`src/rtl/arp_resolve_ctrl.sv`:
```
// arp_resolve_ctrl: turns IP-to-MAC resolve requests from two round-robin
// requesters into ARP table lookups and ARP requests, retries on reply
// timeout and returns either the resolved MAC or a fail status.
// Optional statistics counters are built when ARP_RESOLVE_STATS_EN is defined.
`timescale 1ns/1ps

module arp_resolve_ctrl #(
    parameter int          P_LOOKUP_WAIT = 4,
    parameter logic [31:0] P_TIMEOUT_CYC = 32'd15625,
    parameter int          P_MAX_RETRY   = 3
) (
    input  logic        i_clk,
    input  logic        i_rst,
    input  logic        i_req0_valid,
    input  logic [31:0] i_req0_ip,
    output logic        o_req0_ready,
    input  logic        i_req1_valid,
    input  logic [31:0] i_req1_ip,
    output logic        o_req1_ready,
    output logic [31:0] o_seek_ip,
    output logic        o_seek_valid,
    input  logic [47:0] i_seek_mac,
    input  logic        i_seek_mac_valid,
    output logic        o_arp_active,
    output logic [31:0] o_arp_active_dst_ip,
    input  logic [31:0] i_recv_target_ip,
    input  logic [47:0] i_recv_target_mac,
    input  logic        i_recv_target_valid,
    output logic        o_rsp_valid,
    output logic        o_rsp_id,
    output logic        o_rsp_ok,
    output logic [47:0] o_rsp_mac,
`ifdef ARP_RESOLVE_STATS_EN
    output logic [15:0] o_stat_req_cnt,
    output logic [15:0] o_stat_tx_cnt,
    output logic [15:0] o_stat_fail_cnt,
`endif
    output logic        o_busy
);

    localparam int          LW           = (P_LOOKUP_WAIT < 1) ? 1 : $clog2(P_LOOKUP_WAIT + 1);
    localparam logic [LW-1:0] LOOKUP_LAST = LW'(P_LOOKUP_WAIT);
    localparam logic [31:0] TIMEOUT_LAST = P_TIMEOUT_CYC - 32'd1;
    localparam logic [3:0]  MAX_RETRY    = 4'(P_MAX_RETRY);

    typedef enum logic [2:0] {
        S_IDLE,
        S_LOOKUP,
        S_SEND,
        S_WAIT,
        S_RESP
    } state_t;

    state_t         state;
    state_t         state_nxt;
    logic [31:0]    ip_q;
    logic           id_q;
    logic           rr_ptr;
    logic [47:0]    mac_q;
    logic           ok_q;
    logic [3:0]     retry_q;
    logic [31:0]    timer_q;
    logic [LW-1:0]  lk_cnt_q;
    logic           grant0;
    logic           grant1;
    logic           reply_match;

    assign reply_match = i_recv_target_valid && (i_recv_target_ip == ip_q);

    // Round-robin arbitration in IDLE: rr_ptr names the requester preferred on a tie
    always_comb begin
        grant0 = 1'b0;
        grant1 = 1'b0;
        if (i_rst && (state == S_IDLE)) begin
            if (i_req0_valid && (!i_req1_valid || !rr_ptr)) begin
                grant0 = 1'b1;
            end else if (i_req1_valid) begin
                grant1 = 1'b1;
            end
        end
    end

    // State register
    always_ff @(posedge i_clk) begin
        if (!i_rst) begin
            state <= S_IDLE;
        end else begin
            state <= state_nxt;
        end
    end

    // Next-state decode and state-driven outputs
    always_comb begin
        state_nxt           = state;
        o_req0_ready        = grant0;
        o_req1_ready        = grant1;
        o_seek_valid        = 1'b0;
        o_seek_ip           = 32'h0;
        o_arp_active        = 1'b0;
        o_arp_active_dst_ip = 32'h0;
        o_rsp_valid         = 1'b0;
        o_rsp_id            = 1'b0;
        o_rsp_ok            = 1'b0;
        o_rsp_mac           = 48'h0;
        o_busy              = (state != S_IDLE);
        case (state)
            S_IDLE: begin
                if (grant0 || grant1) begin
                    state_nxt = S_LOOKUP;
                end
            end
            S_LOOKUP: begin
                if (lk_cnt_q == '0) begin
                    o_seek_valid = 1'b1;
                    o_seek_ip    = ip_q;
                end
                if (i_seek_mac_valid) begin
                    state_nxt = (i_seek_mac != 48'h0) ? S_RESP : S_SEND;
                end else if (lk_cnt_q == LOOKUP_LAST) begin
                    state_nxt = S_SEND;
                end
            end
            S_SEND: begin
                o_arp_active        = 1'b1;
                o_arp_active_dst_ip = ip_q;
                state_nxt           = S_WAIT;
            end
            S_WAIT: begin
                if (reply_match) begin
                    state_nxt = S_RESP;
                end else if (timer_q == TIMEOUT_LAST) begin
                    state_nxt = (retry_q < MAX_RETRY) ? S_SEND : S_RESP;
                end
            end
            S_RESP: begin
                o_rsp_valid = 1'b1;
                o_rsp_id    = id_q;
                o_rsp_ok    = ok_q;
                o_rsp_mac   = ok_q ? mac_q : 48'h0;
                state_nxt   = S_IDLE;
            end
            default: begin
                state_nxt = S_IDLE;
            end
        endcase
    end

    // Transaction context: latched request, result, retry/timer/lookup counters
    always_ff @(posedge i_clk) begin
        if (!i_rst) begin
            ip_q     <= 32'h0;
            id_q     <= 1'b0;
            rr_ptr   <= 1'b0;
            mac_q    <= 48'h0;
            ok_q     <= 1'b0;
            retry_q  <= 4'd0;
            timer_q  <= 32'd0;
            lk_cnt_q <= '0;
        end else begin
            case (state)
                S_IDLE: begin
                    if (grant0 || grant1) begin
                        ip_q     <= grant1 ? i_req1_ip : i_req0_ip;
                        id_q     <= grant1;
                        rr_ptr   <= grant0;
                        mac_q    <= 48'h0;
                        ok_q     <= 1'b0;
                        retry_q  <= 4'd0;
                        timer_q  <= 32'd0;
                        lk_cnt_q <= '0;
                    end
                end
                S_LOOKUP: begin
                    if (lk_cnt_q != LOOKUP_LAST) begin
                        lk_cnt_q <= lk_cnt_q + LW'(1);
                    end
                    if (i_seek_mac_valid && (i_seek_mac != 48'h0)) begin
                        mac_q <= i_seek_mac;
                        ok_q  <= 1'b1;
                    end
                end
                S_SEND: begin
                    retry_q <= retry_q + 4'd1;
                    timer_q <= 32'd0;
                end
                S_WAIT: begin
                    timer_q <= timer_q + 32'd1;
                    if (reply_match) begin
                        mac_q <= i_recv_target_mac;
                        ok_q  <= 1'b1;
                    end
                end
                default: begin
                end
            endcase
        end
    end

`ifdef ARP_RESOLVE_STATS_EN
    logic [15:0] stat_req_q;
    logic [15:0] stat_tx_q;
    logic [15:0] stat_fail_q;

    // Saturating counters of grants, ARP requests sent and failed responses
    always_ff @(posedge i_clk) begin
        if (!i_rst) begin
            stat_req_q  <= 16'h0;
            stat_tx_q   <= 16'h0;
            stat_fail_q <= 16'h0;
        end else begin
            if ((grant0 || grant1) && (stat_req_q != 16'hFFFF)) begin
                stat_req_q <= stat_req_q + 16'd1;
            end
            if ((state == S_SEND) && (stat_tx_q != 16'hFFFF)) begin
                stat_tx_q <= stat_tx_q + 16'd1;
            end
            if ((state == S_RESP) && !ok_q && (stat_fail_q != 16'hFFFF)) begin
                stat_fail_q <= stat_fail_q + 16'd1;
            end
        end
    end

    assign o_stat_req_cnt  = stat_req_q;
    assign o_stat_tx_cnt   = stat_tx_q;
    assign o_stat_fail_cnt = stat_fail_q;
`endif

endmodule

```
`config.mk`:
```
export PLATFORM = sky130hd
export DESIGN_NAME = arp_resolve_ctrl
export DESIGN_NICKNAME = d
export VERILOG_FILES = /design/src/rtl/arp_resolve_ctrl.sv
export SDC_FILE = /design/constraint.sdc
export NUM_CORES = 1
export LEC_CHECK = 0
export CAP_MARGIN = 40
export CORE_UTILIZATION = 46
export CTS_CLUSTER_SIZE = 25
export DETAILED_ROUTE_END_ITERATION = 10
export PLACE_DENSITY = 0.92
export SLEW_MARGIN = 10
export SYNTH_ARGS = -nofsm -noshare
export SYNTH_HDL_FRONTEND = slang
export SYNTH_SLANG_ARGS = --single-unit
```
`constraint.sdc`:
```
create_clock -name i_clk -period 3.45 [get_ports i_clk]
set_input_delay 0.345 -clock i_clk [delete_from_list [all_inputs] [get_ports i_clk]]
set_output_delay 0.345 -clock i_clk [all_outputs]
set_load 0.02 [all_outputs]
```
Yosys cells after proc, flatten, opt, wreduce, memory -nomap -nowiden --
Index checks and enable logic that the tools add are counted.
Word-level totals: bits in registers 125, bits of input ports 198, output and inout port bits 120, logic and storage cells 89
Cells by class: add/sub/neg operators 3, order comparisons 1, eq/ne operators 14, multiplexer cells 40, reductions and logical operators 22
Operators by type and width (number):
- 48-bit two-way mux | 5
- 32-bit two-way mux | 5
- 48-bit case mux with 3 select lines | 1
- 32-bit case mux with 3 select lines | 1
- 48-bit nonzero test | 1
- 32-bit by 1-bit adder with 32-bit output, second input constant | 1
- 32-bit by 14-bit equality test with 1-bit output, second input constant | 1
- 32-bit equality test | 1
- 3-bit two-way mux | 9
- 1-bit two-way mux | 14
- 3-bit case mux with 4 select lines | 1
- 3-bit != test, second input constant | 3
- 3-bit nonzero test | 3
- 4-bit case mux with 2 select lines | 1
- 3-bit by 2-bit equality test with 1-bit output, second input constant | 2
- 3-bit equality test, second input constant | 2
- 3-bit logical NOT | 2
- 2-bit != test, second input constant | 3
- 3-bit case mux with 2 select lines | 1
- 2-bit AND reduction | 3
- 3-bit AND reduction | 2
- 4-bit by 1-bit adder with 4-bit output, second input constant | 1
- 1-bit logical AND | 4
- 4-bit by 2-bit less-than comparator with 1-bit output, second input constant | 1
- 9 further kinds | 12

Depth between registers and ports, before layout --
Gate-level depths: netlist of run 1.
depth in word-level cells 8, mapped depth 9, mapped depth without buffers 8

Worst setup path before layout of run 1 --
Ideal clock, no wire load.
path kind register to output, start point register state[0], end point output o_seek_ip[22], arrival time 1.802 ns, data required time 3.105 ns, setup slack 1.303 ns, stages on the path, launching flop included 7, buffers on the path 2, cell sequence dfxtp_1 -> clkbuf_2 -> nor2b_1 -> nand2_1 -> nor3b_1 -> clkbuf_1 -> and2_1
Between the ends: word-level cells in the longest chain between the ends 2
RTL lines:
- start, declared | line 54 | state_t state;
- start signal, assigned | line 88 | state <= state_nxt;
- 3-bit by 1-bit equality test with 1-bit output | line 106 | case (state)
- 32-bit two-way mux | line 106
- end, declared | line 20 | output logic [31:0] o_seek_ip,
No other way between the ends.

Final worst setup path of run 1 --
start point register state[0], end point output o_seek_ip[13]
Same word-level chain as after synthesis.

==> results of run 1 <==
-- power breakdown --
group	switching [mW]	total (mW)	internal, mW
combinational	0.552	1.07	0.514
sequential	0.120	1.72	1.60
clock	0.658	1.74	1.08
-- worst min-delay path: stages, from the launching register on --
cell	delay (ns)
dfxtp_1	0.31
inv_1	0.05
a21oi_1	0.05
-- metal layers --
layer  routed length, um  track usage (%)  part of all wire, %  vias to the layer above
met1                9580            34.04                   37                     3725
met4                1087            15.90                  4.2                        0
met5                   0                0                    0                        -
met3                2221            9.363                  8.5                       71
li1                    -                -                    -                     3762
met2               13160            58.43                   51                      402
-- cell families (layout without fill, tap and decap cells) --
group | after synthesis | after routing
XOR/XNOR | 60 | 60
multiplexers | 1 | 1
adder cells (fa/ha/maj) | 5 | 5
AND/OR/NAND/NOR | 388 | 388
flip-flops | 125 | 125
buffers and inverters | 135 | 432
AO/OA/AOI/OAI | 166 | 166
-- final timing paths --
kind / startpoint / endpoint / slack (ns) / depth (start not counted)
setup / recovery: state[0] / o_seek_ip[13] / 0.43 / 6
hold / removal: ok_q / ok_q / 0.45 / 2
setup reg to reg: ip_q[22] / mac_q[42] / 0.87 / 7
hold reg to reg: ok_q / ok_q / 0.45 / 2
-- final cells by class --
class                           count  area (um^2)  share of cell area, %
Clock buffer                       22        494.2                  4.466
Clock inverter                     10        87.58                 0.7915
Inverter                           63        236.5                  2.137
Multi-Input combinational cell    620         4154                  37.54
Sequential cell                   125         2502                  22.61
Tap cell                          188        235.2                  2.126
Timing Repair Buffer              337         3356                  30.33
-- registers in the layout (all words and copies together) (netlist names) --
register  flops
rr_ptr        1
retry_q       4
ip_q         32
mac_q        48
ok_q          1
id_q          1
lk_cnt_q      3
state         3
timer_q      32
-- layout by cell type, fill, tap and decap left out, types with 2 or more instances in the layout --
cell and instances:
and2_1 113, o22ai_1 2, a221oi_2 10, nand4_1 14, dfxtp_1 125, a21oi_1 12, or3_1 7, clkinv_2 4
and4_1 5, buf_4 18, nand2_1 54, nor2b_1 3, nor4b_1 5, clkdlybuf4s50_1 317, clkinvlp_4 5, nand2b_1 5
clkbuf_16 17, a211oi_1 2, o21ai_0 8, a311oi_1 34, xnor2_1 15, xor2_1 45, nor4_1 35, nand3b_1 2
inv_1 62, ha_1 5, nor3_1 11, and3_1 7, nand3_1 45, clkbuf_8 5, a221oi_1 86, nor2_1 74
==> impl_metrics.csv, run 1 <==
group,metric,value,unit
outcome,run_status,"finished, final reports clean",
yosys,synthDominantAreaCellType,"dfxtp_1",
floorplan,die_x,126.7,um
pwr,vdd_drop_max,359.0,uV
timing,tightest_slew,0.6625,ns
global_routing,grt_overflow,0,
critical_path,crit_chain,"nor2b_1 > nand2_1 > nor3b_2 > buf_4 > and2_1 > clkdlybuf4s50_1",
critical_path,criticalPathCategory,"flip-flop to output pin",
critical_path,cp_max_fo,33,
yosys,yosys_register_bits,125,
yosys,synth_top_flop_cell,"dfxtp_1",
critical_path,critPathTopFamily,"buffers and inverters",
clocking,cts_resized,0,
clocking,cts_tree,"built",
yosys,synth_edf_count,0,
global_routing,track_usage,32.19,%
yosys,synthCells,880,
critical_path,critPathLaunchType,"flip-flop",
routing,drt_iter0_markers,691,
critical_path,cpMaxStageDelayCell,"clkdlybuf4s50_1",
timing,fin_tns_setup,0,ns
timing,setup_viol,0,
layout,fillCellCount,1134,
yosys,synth_xor_area_share,7.341,%
flow_run,maxCapViolations,0,
yosys,syn-cell-area,7158,um^2
floorplan,die_h,126.7,um
floorplan,fp.coreArea,15200,um^2
layout,design_area,11070,um^2
routing,wl_per_cell,19.09,um
clocking,root_buffer,"clkbuf_16",
layout,area_delta_synth_final,54.59,%
clocking,clk_pin_slew,0.06,ns
yosys,ys_top_cells_by_area,"dfxtp_1 (35%), a221oi_1 (11%), and2_1 (9.9%)",
placement,port_buffers,317,
placement,post_dp_cell_area,10480,um^2
timing,whs,0.4544,ns
yosys,yosysMostFrequentCell,"dfxtp_1",
critical_path,max_stage_delay,0.67,ns
yosys,avgSynthCellArea,8.134,um^2
floorplan,core.rowCount,45,
timing,setup_ws,0.4268,ns
layout,final_nets,1367,
layout,utilization,72.79,%
clocking,worstSkewPairLatency,0.42,ns
global_routing,grt_pass1_vias,7676,
timing,hold_viol_final,0,
clocking,clock_sinks,125,
yosys,synthTopCellsByCount,"dfxtp_1 (125), and2_1 (113), a221oi_1 (86)",
floorplan,die-area,16060,um^2
hold_path,hold_class,"flip-flop to flip-flop",
pwr,powerDensity,408.3,nW/um^2
pwr,leakage,3.959,nW
routing,drt_wl_total,26050,um
timing,grt_setup_unrepaired,"false",
timing,slew_viol_final,0,
floorplan,start_util,47.09,%
critical_path,endpoint_kind,"output pin",
yosys,ys_warn_count,0,
routing,drc,0,
critical_path,cp.arrival,2.68,ns
global_routing,grt_pass1_wl,40340,um
yosys,synthArstFlopShare,0,%
global_routing,grt_max_degree,53,
placement,dp_slack,0.4682,ns
layout,drive_gt1_share,6.202,%
yosys,syn-num-nets,1083,
critical_path,crit_buf_inv,2,
yosys,synth_top_family_by_area,"simple AND/OR/NAND/NOR gates",
routing,antenna_left,0,
yosys,yosysTopAreaCellShare,34.96,%
placement,hpwl,19570,um
routing,route.detailed.vias_per_inst,5.832,
clocking,cts_made_buffers,17,
layout,n_antenna_cell,0,
clocking,hold_buffers,0,
placement,dpl.cell_count,1333,
yosys,synthMuxAreaShare,0.1573,%
timing,clock.fmax,0.3308,GHz
yosys,synth.distinct_cells,48,
critical_path,cp.required,3.11,ns
clocking,htree_levels,4,
yosys,synthSimpleGateAreaFrac,29.19,%
yosys,synth_compound_area_share,19.96,%
timing,skew,0.01117,ns
timing,finalCritPeriodShare,87.63,%
placement,place_congestion,0.9124,
floorplan,io_pins,318,
timing,slew_headroom,55.58,%
clocking,clockBufferDepth,2,
routing,dr.pass1.iters,5,
routing,via_count,7960,
global_routing,antenna_found_initial,0,
pwr,power,4.518,mW
yosys,seq_area_frac_synth,34.96,%
yosys,yosys.area_share.adder,0.8740,%
clocking,postCtsSetupBuffers,0,
timing,fin_crit,3.023,ns
layout,fin_cells,1365,
Power figures use the tool's default switching activity.
==> run 2: changes to the inputs <==
--- a/config.mk
+++ b/config.mk
@@ -6,6 +6,7 @@
 export NUM_CORES = 1
 export LEC_CHECK = 0
 export CAP_MARGIN = 40
+export CORE_ASPECT_RATIO = 1.1
 export CORE_UTILIZATION = 46
 export CTS_CLUSTER_SIZE = 25
 export DETAILED_ROUTE_END_ITERATION = 10
==> run 2 against run 1 <==
Net effect:
- wire length grew 0.96%
- clock skew shrank 0.0011 ns
- first-iteration DRC count shrank 22%
- non-clock buffer count shrank 3
- critical endpoint is now o_seek_ip[15]
==> impl_metrics.csv, run 2 (same netlist as run 1, synthesis figures left out) <==
group,metric,value,unit
timing,finalCritPeriodShare,88.97,%
global_routing,grt_max_degree,69,
global_routing,track_usage,31.69,%
placement,place_congestion,0.8564,
timing,skew,0.01012,ns
critical_path,critPathLaunchType,"flip-flop",
clocking,htree_levels,4,
timing,slew_viol_final,0,
global_routing,grt_pass1_vias,7544,
timing,slew_headroom,56.97,%
routing,via_count,7992,
placement,hpwl,19140,um
clocking,cts_made_buffers,17,
floorplan,fp.coreArea,15110,um^2
clocking,cts_resized,0,
critical_path,cp_max_fo,33,
critical_path,cp.required,3.11,ns
layout,largest_register_ffs,48,
layout,mostFrequentLayoutCell,"clkdlybuf4s50_1",
clocking,worstSkewPairLatency,0.42,ns
placement,port_buffers,317,
pwr,powerDensity,419.9,nW/um^2
timing,tightest_slew,0.6418,ns
routing,wl_per_cell,19.21,um
clocking,cts_tree,"built",
timing,setup_ws,0.3805,ns
clocking,clk_pin_slew,0.06,ns
placement,post_dp_cell_area,10460,um^2
clocking,postCtsSetupBuffers,0,
routing,drc,0,
flow_run,maxCapViolations,0,
critical_path,crit_chain,"nor2b_1 > nand2_1 > nor3b_2 > buf_4 > and2_1 > clkdlybuf4s50_1",
global_routing,grt_overflow,0,
layout,mostFrequentLayoutCells,"clkdlybuf4s50_1 (317), dfxtp_1 (125), and2_1 (113)",
clocking,root_buffer,"clkbuf_16",
timing,setup_viol,0,
clocking,clock_sinks,125,
routing,drt_iter0_markers,536,
timing,hold_viol_final,0,
critical_path,endpoint_kind,"output pin",
layout,n_antenna_cell,0,
timing,fin_tns_setup,0,ns
layout,final_nets,1364,
floorplan,die_x,120.9,um
pwr,power,4.649,mW
floorplan,io_pins,318,
timing,fin_crit,3.070,ns
layout,area_delta_synth_final,54.68,%
layout,design_area,11070,um^2
floorplan,die_h,132.8,um
layout,regMostFlops,"mac_q",
critical_path,cp.arrival,2.72,ns
routing,route.detailed.vias_per_inst,5.838,
critical_path,criticalPathCategory,"flip-flop to output pin",
clocking,hold_buffers,0,
layout,fillCellCount,1126,
critical_path,cpMaxStageDelayCell,"clkdlybuf4s50_1",
placement,dp_slack,0.5571,ns
floorplan,start_util,47.36,%
routing,antenna_left,0,
pwr,vdd_drop_max,310.1,uV
outcome,run_status,"finished, final reports clean",
global_routing,antenna_found_initial,0,
pwr,leakage,3.965,nW
clocking,clockBufferDepth,2,
hold_path,hold_class,"flip-flop to flip-flop",
layout,top_regs,"mac_q: 48 flops, ip_q: 32 flops, timer_q: 32 flops",
global_routing,grt_pass1_wl,39440,um
timing,grt_setup_unrepaired,"false",
routing,dr.pass1.iters,5,
layout,utilization,73.26,%
floorplan,core.rowCount,47,
routing,drt_wl_total,26300,um
floorplan,die-area,16060,um^2
layout,drive_gt1_share,5.797,%
critical_path,max_stage_delay,0.70,ns
timing,clock.fmax,0.3258,GHz
==> run 2: final cells by class <==
cell class	count	area [um^2]	share of cell area, %
timing repair buffer	334	3321	29.99
multi-input combinational	620	4154	37.52
clock buffer	19	442.9	4.000
clock inverter	12	170.2	1.537
inverter	63	236.5	2.136
tap	196	245.2	2.215
sequential	125	2502	22.60
==> run 2: layer usage <==
metal  vias to the layer above  wire, um  track usage [%]
li1                       3764         -                -
met2                       418     12960            55.33
met1                      3733      9831            35.03
met4                         0      1348            18.52
met3                        77      2160            6.853
met5                         -         0                0
==> run 2: worst paths after layout <==
| path | startpoint | slack [ns] | depth (start not counted) | endpoint |
|---|---|---|---|---|
| setup / recovery | state[0] | 0.38 | 6 | o_seek_ip[15] |
| hold / removal | mac_q[35] | 0.46 | 2 | mac_q[35] |
| setup reg to reg | ip_q[15] | 0.99 | 7 | mac_q[2] |
| hold reg to reg | mac_q[35] | 0.46 | 2 | mac_q[35] |
==> run 2: worst max-delay path: cells and delay by family, from the launching register on <==
family | cells | cell delay [ns]
and+or+nand+nor | 4 | 0.79
DFF | 1 | 0.50
buffers and inverters | 2 | 1.02
==> run 2: metrics by stage <==
step	hold WS, ns	std cells
6_report	0.4562	1369
5_1_grt	0.4842	1369
4_1_cts	0.4564	1369
3_5_place_dp	0.4472	1338
3_3_place_gp	0.4444	1337
2_1_floorplan	0.4210	880
==> run 2: where the power goes <==
group / internal [mW] / switching, mW
sequential: 1.60 / 0.121
combinational: 0.499 / 0.552
clock: 1.22 / 0.663
total: 3.31 / 1.34
